==> src/rtl/puertos_salida_if.sv <==
// Write bus driven by the processor output stage (salidas) into the port bank.
interface puertos_salida_if;
  logic       LE;
  logic [7:0] DataOut_Bus;
  logic [7:0] Addres_Data_Bus;
  logic       ErrClr;

  modport master (output LE, DataOut_Bus, Addres_Data_Bus, ErrClr);
  modport slave  (input  LE, DataOut_Bus, Addres_Data_Bus, ErrClr);
endinterface

==> src/rtl/puertos_salida.sv <==
// Output-port bank: latches data into NUM_PORTS 8-bit registers on each rising LE.
// Optional combinational readback port enabled by defining PUERTOS_READBACK_EN.
module puertos_salida #(
  parameter int unsigned NUM_PORTS = 4,
  parameter logic [7:0]  BASE_ADDR = 8'hF0,
  parameter logic [7:0]  RESET_VAL = 8'h00
) (
  input  logic                   Clk,
  input  logic                   Rst,
  puertos_salida_if.slave        bus,
  output logic [8*NUM_PORTS-1:0] Ports,
  output logic [NUM_PORTS-1:0]   Upd,
  output logic [7:0]             WrCnt,
  output logic                   Err
`ifdef PUERTOS_READBACK_EN
  ,
  output logic [7:0]             RdData
`endif
);

  localparam logic [7:0] NUM_PORTS_B = 8'(NUM_PORTS);

  logic       le_d;
  logic       wr_ev;
  logic [7:0] idx;
  logic       in_range;

  // Address below BASE_ADDR wraps to a large idx and falls out of range.
  always_comb begin
    wr_ev    = bus.LE & ~le_d;
    idx      = bus.Addres_Data_Bus - BASE_ADDR;
    in_range = (idx < NUM_PORTS_B);
  end

  always_ff @(posedge Clk or negedge Rst) begin
    if (!Rst) begin
      le_d  <= 1'b1;
      Ports <= {NUM_PORTS{RESET_VAL}};
      Upd   <= '0;
      WrCnt <= 8'h00;
      Err   <= 1'b0;
    end else begin
      le_d <= bus.LE;
      Upd  <= '0;
      if (bus.ErrClr) Err <= 1'b0;
      if (wr_ev) begin
        if (in_range) begin
          for (int unsigned i = 0; i < NUM_PORTS; i++) begin
            if (idx == 8'(i)) begin
              Ports[8*i +: 8] <= bus.DataOut_Bus;
              Upd[i]          <= 1'b1;
            end
          end
          WrCnt <= WrCnt + 8'd1;
        end else begin
          // Set takes priority over a simultaneous ErrClr.
          Err <= 1'b1;
        end
      end
    end
  end

`ifdef PUERTOS_READBACK_EN
  always_comb begin
    RdData = 8'h00;
    if (in_range) begin
      for (int unsigned i = 0; i < NUM_PORTS; i++) begin
        if (idx == 8'(i)) RdData = Ports[8*i +: 8];
      end
    end
  end
`endif

endmodule

==> src/flat_wrapper.sv <==
// flat-port wrapper written by rule: the top's interface ports become plain ports
module puertos_salida_flat 
#(
  parameter int unsigned NUM_PORTS = 4,
  parameter logic [7:0]  BASE_ADDR = 8'hF0,
  parameter logic [7:0]  RESET_VAL = 8'h00
)
  (Clk, Rst, Ports, Upd, WrCnt, Err, bus_LE, bus_DataOut_Bus, bus_Addres_Data_Bus, bus_ErrClr);
  puertos_salida_if bus_i ();
  input  logic Clk;
  input  logic Rst;
  output logic [8*NUM_PORTS-1:0] Ports;
  output logic [NUM_PORTS-1:0] Upd;
  output logic [7:0] WrCnt;
  output logic Err;
  input wire logic [$bits(bus_i.LE)-1:0] bus_LE;
  input wire logic [$bits(bus_i.DataOut_Bus)-1:0] bus_DataOut_Bus;
  input wire logic [$bits(bus_i.Addres_Data_Bus)-1:0] bus_Addres_Data_Bus;
  input wire logic [$bits(bus_i.ErrClr)-1:0] bus_ErrClr;
  assign bus_i.LE = bus_LE;
  assign bus_i.DataOut_Bus = bus_DataOut_Bus;
  assign bus_i.Addres_Data_Bus = bus_Addres_Data_Bus;
  assign bus_i.ErrClr = bus_ErrClr;
  puertos_salida #(.NUM_PORTS(NUM_PORTS), .BASE_ADDR(BASE_ADDR), .RESET_VAL(RESET_VAL)) u_core (.Clk(Clk), .Rst(Rst), .bus(bus_i), .Ports(Ports), .Upd(Upd), .WrCnt(WrCnt), .Err(Err));
endmodule
==> config.mk <==
export PLATFORM = sky130hd
export DESIGN_NAME = puertos_salida_flat
export DESIGN_NICKNAME = d
export VERILOG_FILES = /design/src/rtl/puertos_salida_if.sv /design/src/rtl/puertos_salida.sv /design/src/flat_wrapper.sv
export SDC_FILE = /design/constraint.sdc
export NUM_CORES = 1
export LEC_CHECK = 0
export CORE_ASPECT_RATIO = 0.9
export CORE_UTILIZATION = 47
export CTS_CLUSTER_DIAMETER = 80
export CTS_CLUSTER_SIZE = 12
export DETAILED_ROUTE_END_ITERATION = 6
export PLACE_DENSITY = 0.83
export SYNTH_ARGS = -nofsm -noshare
export SYNTH_HDL_FRONTEND = slang
export SYNTH_SLANG_ARGS = --single-unit
==> constraint.sdc <==
create_clock -name Clk -period 5.3 [get_ports Clk]
set_clock_uncertainty 0.15 [all_clocks]
set_input_delay 1.325 -clock Clk [delete_from_list [all_inputs] [get_ports Clk]]
set_output_delay 1.325 -clock Clk [all_outputs]
set_load 0.02 [all_outputs]
==> results.yml, run 1 <==
timing:
  fin_crit_sh_pct: 60.7
  fin_crit_ns: 3.22
  finalSetupViolCount: 0
  hold_violations: 0
  fin_setup_tns_ns: 0
  fmax_mhz: 311
  fin_ws_ns: 2.08
  tightestPinTransition_ns: 0.961
  maxSlewViolCount: 0
  rsz0062_at_grt: "false"
  slew-limit-headroom_pct: 35.9
power:
  ir_drop_mv: 0.194
  switching_share_pct: 23.4
  combPwrFrac_pct: 10.6
  netSwitchingPower_uw: 149
  p_leak_uw: 0.00120
  p_clk_share_pct: 31.9
  seqPwrFrac_pct: 57.4
  p_int_uw: 488
  powerDensity_mw_per_mm2: 247
floorplanning:
  core_sq_mm: 0.00370
  die_y_um: 60.9
  die_area_sq_mm: 0.00411
  initial_core_util_pct: 49.0
  num_rows: 21
  die_w_um: 67.5
  io_pins: 65
finish:
  finalInstanceArea_sq_mm: 0.00258
  final_core_util_pct: 69.6
  nFillCells: 255
  drive_gt1_share_pct: 23.4
  area_delta_synth_final_pct: 42.1
  n_antenna_cell: 0
  final_cell_mix: "clkdlybuf4s50_1 (63), dfrtp_1 (45), mux2_2 (32)"
  final_common_cell: "clkdlybuf4s50_1"
  instances_no_fill: 234
  nets: 208
hold_path:
  hold_path_end: "u_core.WrCnt[7]"
  min_path_type: "reg -> reg"
  hold_depth: 1
  hold_start: "u_core.WrCnt[7]"
critical_path:
  path_class: "in -> reg"
  arrival_ns: 3.25
  crit_fanout: 8
  crit_required_ns: 5.33
  cp-startpoint: "bus_Addres_Data_Bus[2]"
  start_kind: "input pin"
  rr_startpoint: "u_core.le_d"
  reg2regPathDepth: 4
  r2r_setup_slack_ns: 3.23
  timing.rr.end: "u_core.Ports[6]"
  end_kind: "flip-flop"
global_route:
  grt_use_total_pct: 20.6
  grt_antenna_before_repair: 0
  grt_first_pass_wirelength_um: 5880
  grt_overflow: 0
  grt_max_degree: 47
  grt_pass1_vias: 1251
logic_synthesis:
  synth_area_leaders: "dfrtp_1 (62%), mux2_2 (20%), xnor2_1 (2.9%)"
  ys_types: 25
  syn_nets: 141
  netlist.area_leader.share_pct: 62.1
  yosysSeqAreaShare_pct: 63.5
  syn_inst: 120
  yosys.area.top_type: "dfrtp_1"
  synth_warnings: 0
  avgSynthCellArea_sq_um: 15.1
  synth_area_sq_mm: 0.00181
  ys_ff_latch: 46
clocking:
  cts_root_buf: "clkbuf_8"
  cts.htree.levels: 2
  ctsHoldBuffers: 0
  cts_buffer_depth: 2
  clock_latency_ns: 0.29
  cts_sinks: 46
  cts_tree: "yes"
  cts.clk_slew.worst_paths_ns: 0.08
  postCtsSetupRepairBufs: 0
  post_cts_resized: 0
  cts_buffers: 5
drt:
  firstDrtPassIters: 4
  viasPerCell: 5.15
  drt_iter0_drc: 26
  drc: 0
  ant_nets: 0
  routed_wl_um: 3720
  wl_per_cell_um: 15.9
  dr_total_vias: 1204
place:
  hpwl_um: 2740
  placed_area_sq_mm: 0.00249
  io_buffers: 64
  placed_cells: 226
  gp_congestion: 0.785
  dp_slack_ns: 1.73
outcome:
  status: "finished clean"
run:
  cap_violations: 0
## sequential cells by signal, summed over array words and instances, names as in the netlist
name / cells
u_core.le_d: 1
u_core.WrCnt: 8
u_core.Ports: 32
u_core.Upd: 4
u_core.Err: 1
## power by group through the flow
stage               clock network (uW)  logic (uW)  registers, uW
floorplan                            0        13.5            383
global placement                     0        66.4            372
detailed placement                   0        68.8            373
CTS                                210        69.0            366
global route                       225        73.3            367
finish                             204        67.9            366
## worst max-delay path by stage
stage / endpoint / cells past startpoint / slack [ns]
3_5_place_dp: u_core.Ports[6] / 5 / 1.73
5_1_grt: u_core.Ports[19] / 5 / 1.96
2_1_floorplan: u_core.Ports[0] / 4 / 2.42
6_report: u_core.Ports[6] / 5 / 2.08
4_1_cts: u_core.Ports[6] / 5 / 2.06
3_3_place_gp: u_core.Ports[4] / 5 / 1.79
## routing by layer
metal	vias up	part of all wire (%)	GRT usage [%]
li1	561	-	-
met1	599	39	24.3
met2	35	55	35.4
met3	9	3.6	4.32
met4	0	2.6	11.2
met5	-	0	0
## cells by family after synthesis
logic type               Yosys count  share of synthesized area [%]
AO/OA/AOI/OAI                      1                          0.345
flip-flops                        46                           63.5
XOR/XNOR                           7                           3.38
adder cells (fa/ha/maj)            1                          0.690
buffers and inverters              5                           1.10
AND/OR/NAND/NOR                   28                           11.1
multiplexers                      32                           19.9
## synth_stat cells, drive strengths merged
master	n
o22ai	1
xor2	1
and3b	1
nand4bb	1
dfstp	1
nand3	3
dfrtp	45
nor2	2
nand2b	1
nand4	3
inv	1
nor3b	3
and3	2
and2	2
nand3b	1
xnor2	6
buf	1
nand2	5
clkbuf	3
ha	1
mux2	32
nor3	3
or3	1
## through the flow
step	total power (uW)	hold WS (ns)
floorplan	397	0.432
global placement	439	0.319
detailed placement	441	0.325
CTS	645	0.337
global route	666	0.380
finish	637	0.331
## critical path, stage by stage
cell,delay (ns)
clkdlybuf4s50_1,0.41
nand4bb_4,0.26
nor3_4,0.34
nor3b_4,0.51
mux2_2,0.40
## final cells by class
cell class	count	area, sq um	share of cell area (%)
clock buffers	6	72.6	2.82
well taps	46	57.6	2.23
flip-flops and latches	46	1150	44.7
clock inverters	2	13.8	0.534
inverters	1	3.75	0.146
repair buffers	64	636	24.7
multi-input cells	69	642	24.9
Power figures use the tool's default switching activity.
==> run 2, diff against run 1 <==
--- a/config.mk
+++ b/config.mk
@@ -6,11 +6,11 @@
 export NUM_CORES = 1
 export LEC_CHECK = 0
 export CORE_ASPECT_RATIO = 0.9
-export CORE_UTILIZATION = 47
+export CORE_UTILIZATION = 40
 export CTS_CLUSTER_DIAMETER = 80
 export CTS_CLUSTER_SIZE = 12
 export DETAILED_ROUTE_END_ITERATION = 6
-export PLACE_DENSITY = 0.83
+export PLACE_DENSITY = 0.76
 export SYNTH_ARGS = -nofsm -noshare
 export SYNTH_HDL_FRONTEND = slang
 export SYNTH_SLANG_ARGS = --single-unit
==> constraint.sdc (replaced) <==
create_clock -name Clk -period 2.9 [get_ports Clk]
set_clock_uncertainty 0.15 [all_clocks]
set_input_delay 0.725 -clock Clk [delete_from_list [all_inputs] [get_ports Clk]]
set_output_delay 0.725 -clock Clk [all_outputs]
set_load 0.02 [all_outputs]
==> run 2 against run 1 <==
First-iteration DRC count rose to 2.9 times the previous value. Cell count rose by 8.1%. Worst hold slack improved by 0.0075 ns. Highest routed layer unchanged. Combinational power rose by 84%.
==> results.yml, run 2 (synthesis results as in run 1) <==
drt:
  ant_nets: 0
  routed_wl_um: 3960
  firstDrtPassIters: 4
  viasPerCell: 4.86
  wl_per_cell_um: 15.6
  dr_total_vias: 1230
  drt_iter0_drc: 76
  drc: 0
global_route:
  grt_first_pass_wirelength_um: 6630
  grt_max_degree: 47
  grt_antenna_before_repair: 0
  grt_pass1_vias: 1385
  grt_use_total_pct: 18.8
  grt_overflow: 0
place:
  gp_congestion: 0.713
  placed_cells: 245
  io_buffers: 64
  dp_slack_ns: 0.0963
  hpwl_um: 2860
critical_path:
  path_class: "in -> reg"
  crit_fanout: 8
  arrival_ns: 2.49
  path_cells: "clkdlybuf4s50_1 -> nand4bb_4 -> nor3_4 -> nor3b_4 -> mux2_2"
  crit_required_ns: 2.93
  max_stage_delay_ns: 0.51
  crit_path_top_delay_cell: "clkdlybuf4s50_1"
  start_kind: "input pin"
  end_kind: "flip-flop"
finish:
  regMostFlops: "u_core.Ports"
  top_regs: "u_core.Ports (32), u_core.WrCnt (8), u_core.Upd (4)"
  nets: 213
  drive_gt1_share_pct: 25.9
  area_delta_synth_final_pct: 46.6
  n_antenna_cell: 0
  final_cell_mix: "clkdlybuf4s50_1 (63), dfrtp_1 (45), mux2_2 (32)"
  largest_reg_flops: 32
  instances_no_fill: 253
  final_common_cell: "clkdlybuf4s50_1"
outcome:
  status: "finished clean"
clocking:
  cts.htree.levels: 2
  ctsHoldBuffers: 0
  clock_latency_ns: 0.29
  cts_tree: "yes"
  cts_buffer_depth: 2
  cts_sinks: 46
  cts.clk_slew.worst_paths_ns: 0.09
  postCtsSetupRepairBufs: 0
  cts_buffers: 5
  cts_root_buf: "clkbuf_8"
  post_cts_resized: 0
power:
  p_clk_share_pct: 37.3
  switching_share_pct: 22.5
  p_leak_uw: 0.00123
  netSwitchingPower_uw: 285
  total_power_uw: 1270
  ir_drop_mv: 0.332
  combPwrFrac_pct: 9.9
  powerDensity_mw_per_mm2: 476
  seqPwrFrac_pct: 52.8
  p_int_uw: 982
floorplanning:
  die_area_sq_mm: 0.00481
  io_pins: 65
  num_rows: 22
  core_sq_mm: 0.00421
  die_y_um: 65.9
  initial_core_util_pct: 43.1
  die_w_um: 73.0
timing:
  fmax_mhz: 408
  hold_violations: 0
  slew-limit-headroom_pct: 63.2
  fin_crit_ns: 2.45
  fin_ws_ns: 0.449
  tightestPinTransition_ns: 0.552
  rsz0062_at_grt: "false"
  maxSlewViolCount: 0
  fin_crit_sh_pct: 84.5
  fin_setup_tns_ns: 0
  hold_slack_ns: 0.339
  finalSetupViolCount: 0
run:
  cap_violations: 0
hold_path:
  min_path_type: "reg -> reg"
-- run 2: cell types whose count changed in the layout (fill, tap and decap cells not counted) --
cell,before,now
buf_4,0,5
bufinv_16,0,1
clkbuf_1,1,0
clkinv_4,1,0
inv_6,0,1
-- run 2: through the flow --
| step | instance area (sq um) | util (%) |
|---|---|---|
| floorplan | 1810 | - |
| global placement | 2550 | 60.5 |
| detailed placement | 2550 | 60.5 |
| CTS | 2660 | 63.1 |
| global route | 2660 | 63.1 |
| finish | 2660 | 63.1 |
-- run 2: power by group through the flow --
stage,Sequential (uW),Combinational [uW],Clock (uW)
after floorplan,701,24.6,0
after global placement,681,123,0
after detailed placement,682,127,0
after CTS,669,127,485
after global routing,671,135,520
final,669,125,473
-- run 2: path summary, 6_finish.rpt --
| path | slack, ns | cells after the start | endpoint | startpoint |
|---|---|---|---|---|
| max in group asynchronous | 1.88 | 2 | u_core.Upd[2] | Rst |
| worst max-delay path | 0.45 | 5 | u_core.Ports[1] | bus_Addres_Data_Bus[5] |
| worst min register to register | 0.34 | 1 | u_core.WrCnt[7] | u_core.WrCnt[7] |
| worst min-delay path | 0.34 | 1 | u_core.WrCnt[7] | u_core.WrCnt[7] |
| min in group asynchronous | 0.35 | 2 | u_core.Ports[27] | Rst |
| worst max register to register | 0.97 | 4 | u_core.Ports[1] | u_core.le_d |
-- run 2: area by class of cell --
| cell class | count | area, sq um |
|---|---|---|
| Clock buffer | 5 | 68.8 |
| Inverter | 1 | 3.75 |
| Fill cell | 321 | 1550 |
| Clock inverter | 3 | 43.8 |
| Timing Repair Buffer | 69 | 673 |
| Tap cell | 60 | 75.1 |
| Multi-Input combinational cell | 69 | 642 |
| Sequential cell | 46 | 1150 |
-- run 2: critical path, delay by kind of cell --
kind                   cells  cell delay [ns]
buffers and inverters      1             0.51
multiplexers               1             0.39
AND/OR/NAND/NOR            3             0.85
-- run 2: layer usage --
layer | GRT usage (%) | vias to the layer above | share of wire, %
met4 | 7.35 | 0 | 1.1
li1 | - | 561 | -
met5 | 0 | - | 0
met3 | 5.03 | 4 | 3.8
met1 | 22.4 | 636 | 42
met2 | 32.2 | 29 | 53
==> patch 1 (settings of run 1) <==
Put one more register stage on the output `WrCnt`, with the module's reset. The value now appears one clock later. The other outputs are not delayed to match.
--- a/src/rtl/puertos_salida.sv
+++ b/src/rtl/puertos_salida.sv
@@ -20,6 +20,8 @@
 
   localparam logic [7:0] NUM_PORTS_B = 8'(NUM_PORTS);
 
+  logic [7:0] WrCnt_s0;
+
   logic       le_d;
   logic       wr_ev;
   logic [7:0] idx;
@@ -37,7 +39,7 @@
       le_d  <= 1'b1;
       Ports <= {NUM_PORTS{RESET_VAL}};
       Upd   <= '0;
-      WrCnt <= 8'h00;
+      WrCnt_s0 <= 8'h00;
       Err   <= 1'b0;
     end else begin
       le_d <= bus.LE;
@@ -51,7 +53,7 @@
               Upd[i]          <= 1'b1;
             end
           end
-          WrCnt <= WrCnt + 8'd1;
+          WrCnt_s0 <= WrCnt_s0 + 8'd1;
         end else begin
           // Set takes priority over a simultaneous ErrClr.
           Err <= 1'b1;
@@ -71,5 +73,13 @@
   end
 `endif
 
+  always_ff @(posedge Clk or negedge Rst) begin
+    if (!Rst) begin
+      WrCnt <= '0;
+    end else begin
+      WrCnt <= WrCnt_s0;
+    end
+  end
+
 endmodule
 
Formal check against the unedited RTL: not equivalent (Yosys sat finds a counterexample within 4 cycles, from zero or initial values and one cycle with Rst low).
==> patch 1 against run 1 <==
- largest power group unchanged
- via count up 6.6%
- area after synthesis up 12%
- die area up 11%
- combinational power up 2.9%
- sequential cell count up 8
- sequential share of layout area up 3.6 points
- routed wire length up 7.9%
- the run now ends with design-rule violations left
- register-to-register slack better by 0.16 ns
- design area up 8.5%
- total power up 15%
- highest routed layer unchanged
- worst hold slack worse by 0.066 ns
- setup slack better by 0.047 ns
==> patch 1: results (changes against run 1) <==
Cells and area
  • Finished Layout Cells: 244 (+4.3%)
  • Inverters: 4 (+3)
  • Final #Nets: 216 (+3.8%)
  • FILL cells: 278 (+9.0%)
  • Comb_multi_in: 66 (-4.3%)
  • Footprint of the multi-input gates: 643 sq um (+0.19%)
  • Top Registers: u_core.Ports (32), u_core.WrCnt (8), u_core.WrCnt_s0 (8)
  • Clkbuf count: 7 (+1)
  • Layout area overhead: 38.1%
  • Data-path buffer share of cell area in the final layout: 22.7% (-1.9 points)
  • Share of cells above drive strength 1: 24.0% (+0.58 points)

Drt
  • Drc violations: 3 (+3)
  • Detailed-route wire length: 4.01 mm (+7.9%)
  • Total iterations of the first detailed-routing run: 6 (+2)
  • Via density: 5.26 (+2.2%)

Critical path
  • Slowest CP cell: nor4_4
  • Worst Path Arrival: 3.21 ns (-0.04 ns)
  • Crit path largest cell delay: 0.63 ns (+0.12 ns)
  • Critical Path End: u_core.Ports[1]$_DFFE_PN0P_
  • Worst Reg-to-Reg Cells: 3 (-1)
  • Flop2flop setup slack: 3.39 ns (+0.16 ns)
  • Crit path max fanout: 9 (+1)

Logic synthesis
  • Synth Area in Adders: 0.618% (-0.072 points)
  • Syn nets: 147 (+4.3%)
  • Syn Area/Cell: 16.1 sq um (+6.3%)
  • Post-synthesis sequential area ratio: 66.8% (+3.3 points)
  • Synth unique cells: 23 (-8.0%)
  • Synth Area in Compound Gates: 0.741% (+0.40 points)
  • Commonest cells post-synth: dfrtp_1, mux2_2, nand3_1, xor2_1
  • Post-synthesis mux area share: 18.3% (-1.5 points)

Run status
  • Failing checks: design-rule violations
  • Run status: finished, violations left

Global routing
  • Largest net degree at the start of global routing: 55 (+17%)
  • Vias in the first global route: 1289 (+3.0%)
  • Global-route wire length before repair: 6.46 mm (+9.9%)

Timing
  • Slew of the pin with the lowest slew margin: 1.15 ns (+0.192 ns)
  • Hold Worst Slack: 0.265 ns (-0.0663 ns)
  • Minimum clock period: 3.17 ns (-0.0472 ns)

Placement
  • GPL Wtd Cong: 0.820 (+4.4%)
  • DP HPWL: 2.90 mm (+5.9%)
  • Setup WS pre-CTS: 1.76 ns (+0.0288 ns)
  • Placed cell areas: 2710 sq um (+8.6%)

Power and ir drop
  • Worst VDD drop: 143 uV (-27%)
  • Pleak: 1.36 nW (+13%)

Clock tree
  • Clk sinks: 54 (+17%)

Floorplanning
  • Site row count: 22 (+4.8%)

Hold path
  • Min-delay src: u_core.WrCnt_s0[7]$_DFFE_PN0P_
[patch 1: cell count changes in the layout (fill, tap and decap cells not counted), moves of 2 or more]
cell | run 1 | this run
nand4b_2 | 0 | 2
xor2_1 | 1 | 5
nor4_1 | 0 | 3
inv_1 | 1 | 4
xnor2_1 | 6 | 2
nand4_1 | 3 | 1
and3_1 | 2 | 0
nand3_1 | 3 | 5
nor3b_1 | 2 | 0
and2_1 | 2 | 0
nor2_1 | 2 | 0
dfrtp_1 | 45 | 53
[patch 1: report_power, final]
group          switching, mW  internal [mW]  leakage [nW]
Clock                  0.123          0.106        0.0482
Sequential           0.00806          0.423         0.745
Combinational         0.0343         0.0356         0.564
Total                  0.166          0.564          1.36
[patch 1: metal layers]
| layer | global-route usage, % | part of all wire [%] | vias up |
|---|---|---|---|
| met5 | 0 | 0 | - |
| met4 | 6.75 | 0.72 | 0 |
| met3 | 5.21 | 4.9 | 4 |
| met2 | 33.0 | 53 | 41 |
| met1 | 23.4 | 41 | 652 |
| li1 | - | - | 586 |
==> patch 2 (flow settings as in run 1) <==
Without the edit above. `NUM_PORTS` is set to 4 in 2 places; all go to 2.
--- a/src/rtl/puertos_salida.sv
+++ b/src/rtl/puertos_salida.sv
@@ -1,7 +1,7 @@
 // Output-port bank: latches data into NUM_PORTS 8-bit registers on each rising LE.
 // Optional combinational readback port enabled by defining PUERTOS_READBACK_EN.
 module puertos_salida #(
-  parameter int unsigned NUM_PORTS = 4,
+  parameter int unsigned NUM_PORTS = 2,
   parameter logic [7:0]  BASE_ADDR = 8'hF0,
   parameter logic [7:0]  RESET_VAL = 8'h00
 ) (
--- a/src/flat_wrapper.sv
+++ b/src/flat_wrapper.sv
@@ -1,7 +1,7 @@
 // flat-port wrapper written by rule: the top's interface ports become plain ports
 module puertos_salida_flat 
 #(
-  parameter int unsigned NUM_PORTS = 4,
+  parameter int unsigned NUM_PORTS = 2,
   parameter logic [7:0]  BASE_ADDR = 8'hF0,
   parameter logic [7:0]  RESET_VAL = 8'h00
 )
Interface: changed (resized Ports and Upd); port bits go from 65 to 47. No check against the original RTL was run, so the function may have changed too.
==> patch 2 against run 1 <==
- critical path type unchanged
- maximum frequency up 7.7%
- die area down 38%
- design area down 36%
- total power down 37%
- setup slack better by 0.23 ns
- routed wire length down 43%
- sequential cell count down 18
- largest cell class unchanged
- area after synthesis down 39%
- clock power down 32%
- count of clock-buffer cells in the layout down 3
==> patch 2: results (changes against run 1) <==
Placement
  • GPL Wtd Cong: 0.685 (-13%)
  • DP HPWL: 1.56 mm (-43%)
  • Setup WS pre-CTS: 1.94 ns (+0.218 ns)
  • IO buf count: 46 (-28%)

Power and ir drop
  • Sequential share of power: 54.9% (-2.5 points)
  • Comb group: 0.0433 mW (-36%)
  • Switching Fraction: 20.8% (-2.6 points)
  • Pleak: 0.781 nW (-35%)
  • P_sw: 0.0841 mW (-44%)

Logic synthesis
  • Ranking of synthesized cells by area: dfrtp_1, mux2_2, xnor2_1
  • Synth Area in Adders: 1.13% (+0.44 points)
  • Post-synthesis mux area share: 17.3% (-2.6 points)
  • Commonest cells post-synth: dfrtp_1, mux2_2, xnor2_1
  • Post-synthesis sequential area ratio: 63.5% (about the same)
  • Xor and xnor area share after synthesis: 5.54% (+2.2 points)
  • Syn nets: 93 (-34%)
  • Synth unique cells: 17 (-32%)
  • Synth Area in Compound Gates: 0.566% (+0.22 points)

Global routing
  • Largest net degree at the start of global routing: 29 (-38%)
  • GRT Overall Usage: 17.6% (-3.0 points)
  • Global-route wire length before repair: 3.05 mm (-48%)
  • Vias in the first global route: 676 (-46%)

Cells and area
  • Final #Nets: 145 (-30%)
  • Share of cells above drive strength 1: 22.0% (-1.5 points)
  • FILL cells: 163 (-36%)
  • Diodes inserted: 0 (unchanged)
  • Top Registers: u_core.Ports (16), u_core.WrCnt (8), u_core.Upd (2)

Critical path
  • Critical Path End: u_core.Ports[10]$_DFFE_PN0P_
  • Flop2flop setup slack: 3.57 ns (+0.34 ns)
  • CP Launch Point: bus_Addres_Data_Bus[1]
  • Critical path's top delay family: simple AND/OR/NAND/NOR gates
  • Crit path max fanout: 9 (+1)
  • Slowest CP cell: nor4_4
  • Worst Path Arrival: 3.07 ns (-0.18 ns)

Clock tree
  • Clock-pin slew of the registers on the worst-case setup and hold paths: 0.15 ns (+0.07 ns)
  • Clk root buf: clkbuf_4
  • Inserted Clock Buffers: 3 (-2)
  • CTS H-Tree Depth: 1 (-1)
  • Worst-skew pair later-pin latency: 0.33 ns (+0.04 ns)

Drt
  • DR iter-0 viols: 8 (-69%)
  • Routed wire per std cell: 14.0 um (-12%)

Timing
  • Final Cycle Share: 56.4% (-4.3 points)
  • Slew margin rel.: 62.6% (+27 points)

Run status
  • Run status: finished, final reports clean
[patch 2: per-layer routing]
metal  share of wire, %  track usage [%]  vias up
met2                 51             30.4       19
met4                1.7             9.47        0
met5                  0                0        -
li1                   -                -      358
met1                 44             21.5      378
met3                3.2             3.17        4
[patch 2: through the flow]
stage | hold slack [ns] | instances | area [sq um]
2_1_floorplan | 0.432 | 72 | 1110
3_3_place_gp | 0.310 | 146 | 1610
3_5_place_dp | 0.317 | 146 | 1610
4_1_cts | 0.337 | 150 | 1660
5_1_grt | 0.368 | 150 | 1660
6_report | 0.330 | 150 | 1660
[patch 2: layout make-up]
| class | count | area (sq um) | share of cell area (%) |
|---|---|---|---|
| Inverter | 3 | 11.3 | 0.678 |
| Multi-Input combinational cell | 41 | 393 | 23.7 |
| Clock buffer | 3 | 22.5 | 1.36 |
| Clock inverter | 1 | 30.0 | 1.81 |
| Sequential cell | 28 | 702 | 42.3 |
| Timing Repair Buffer | 47 | 468 | 28.2 |
| Tap cell | 27 | 33.8 | 2.03 |
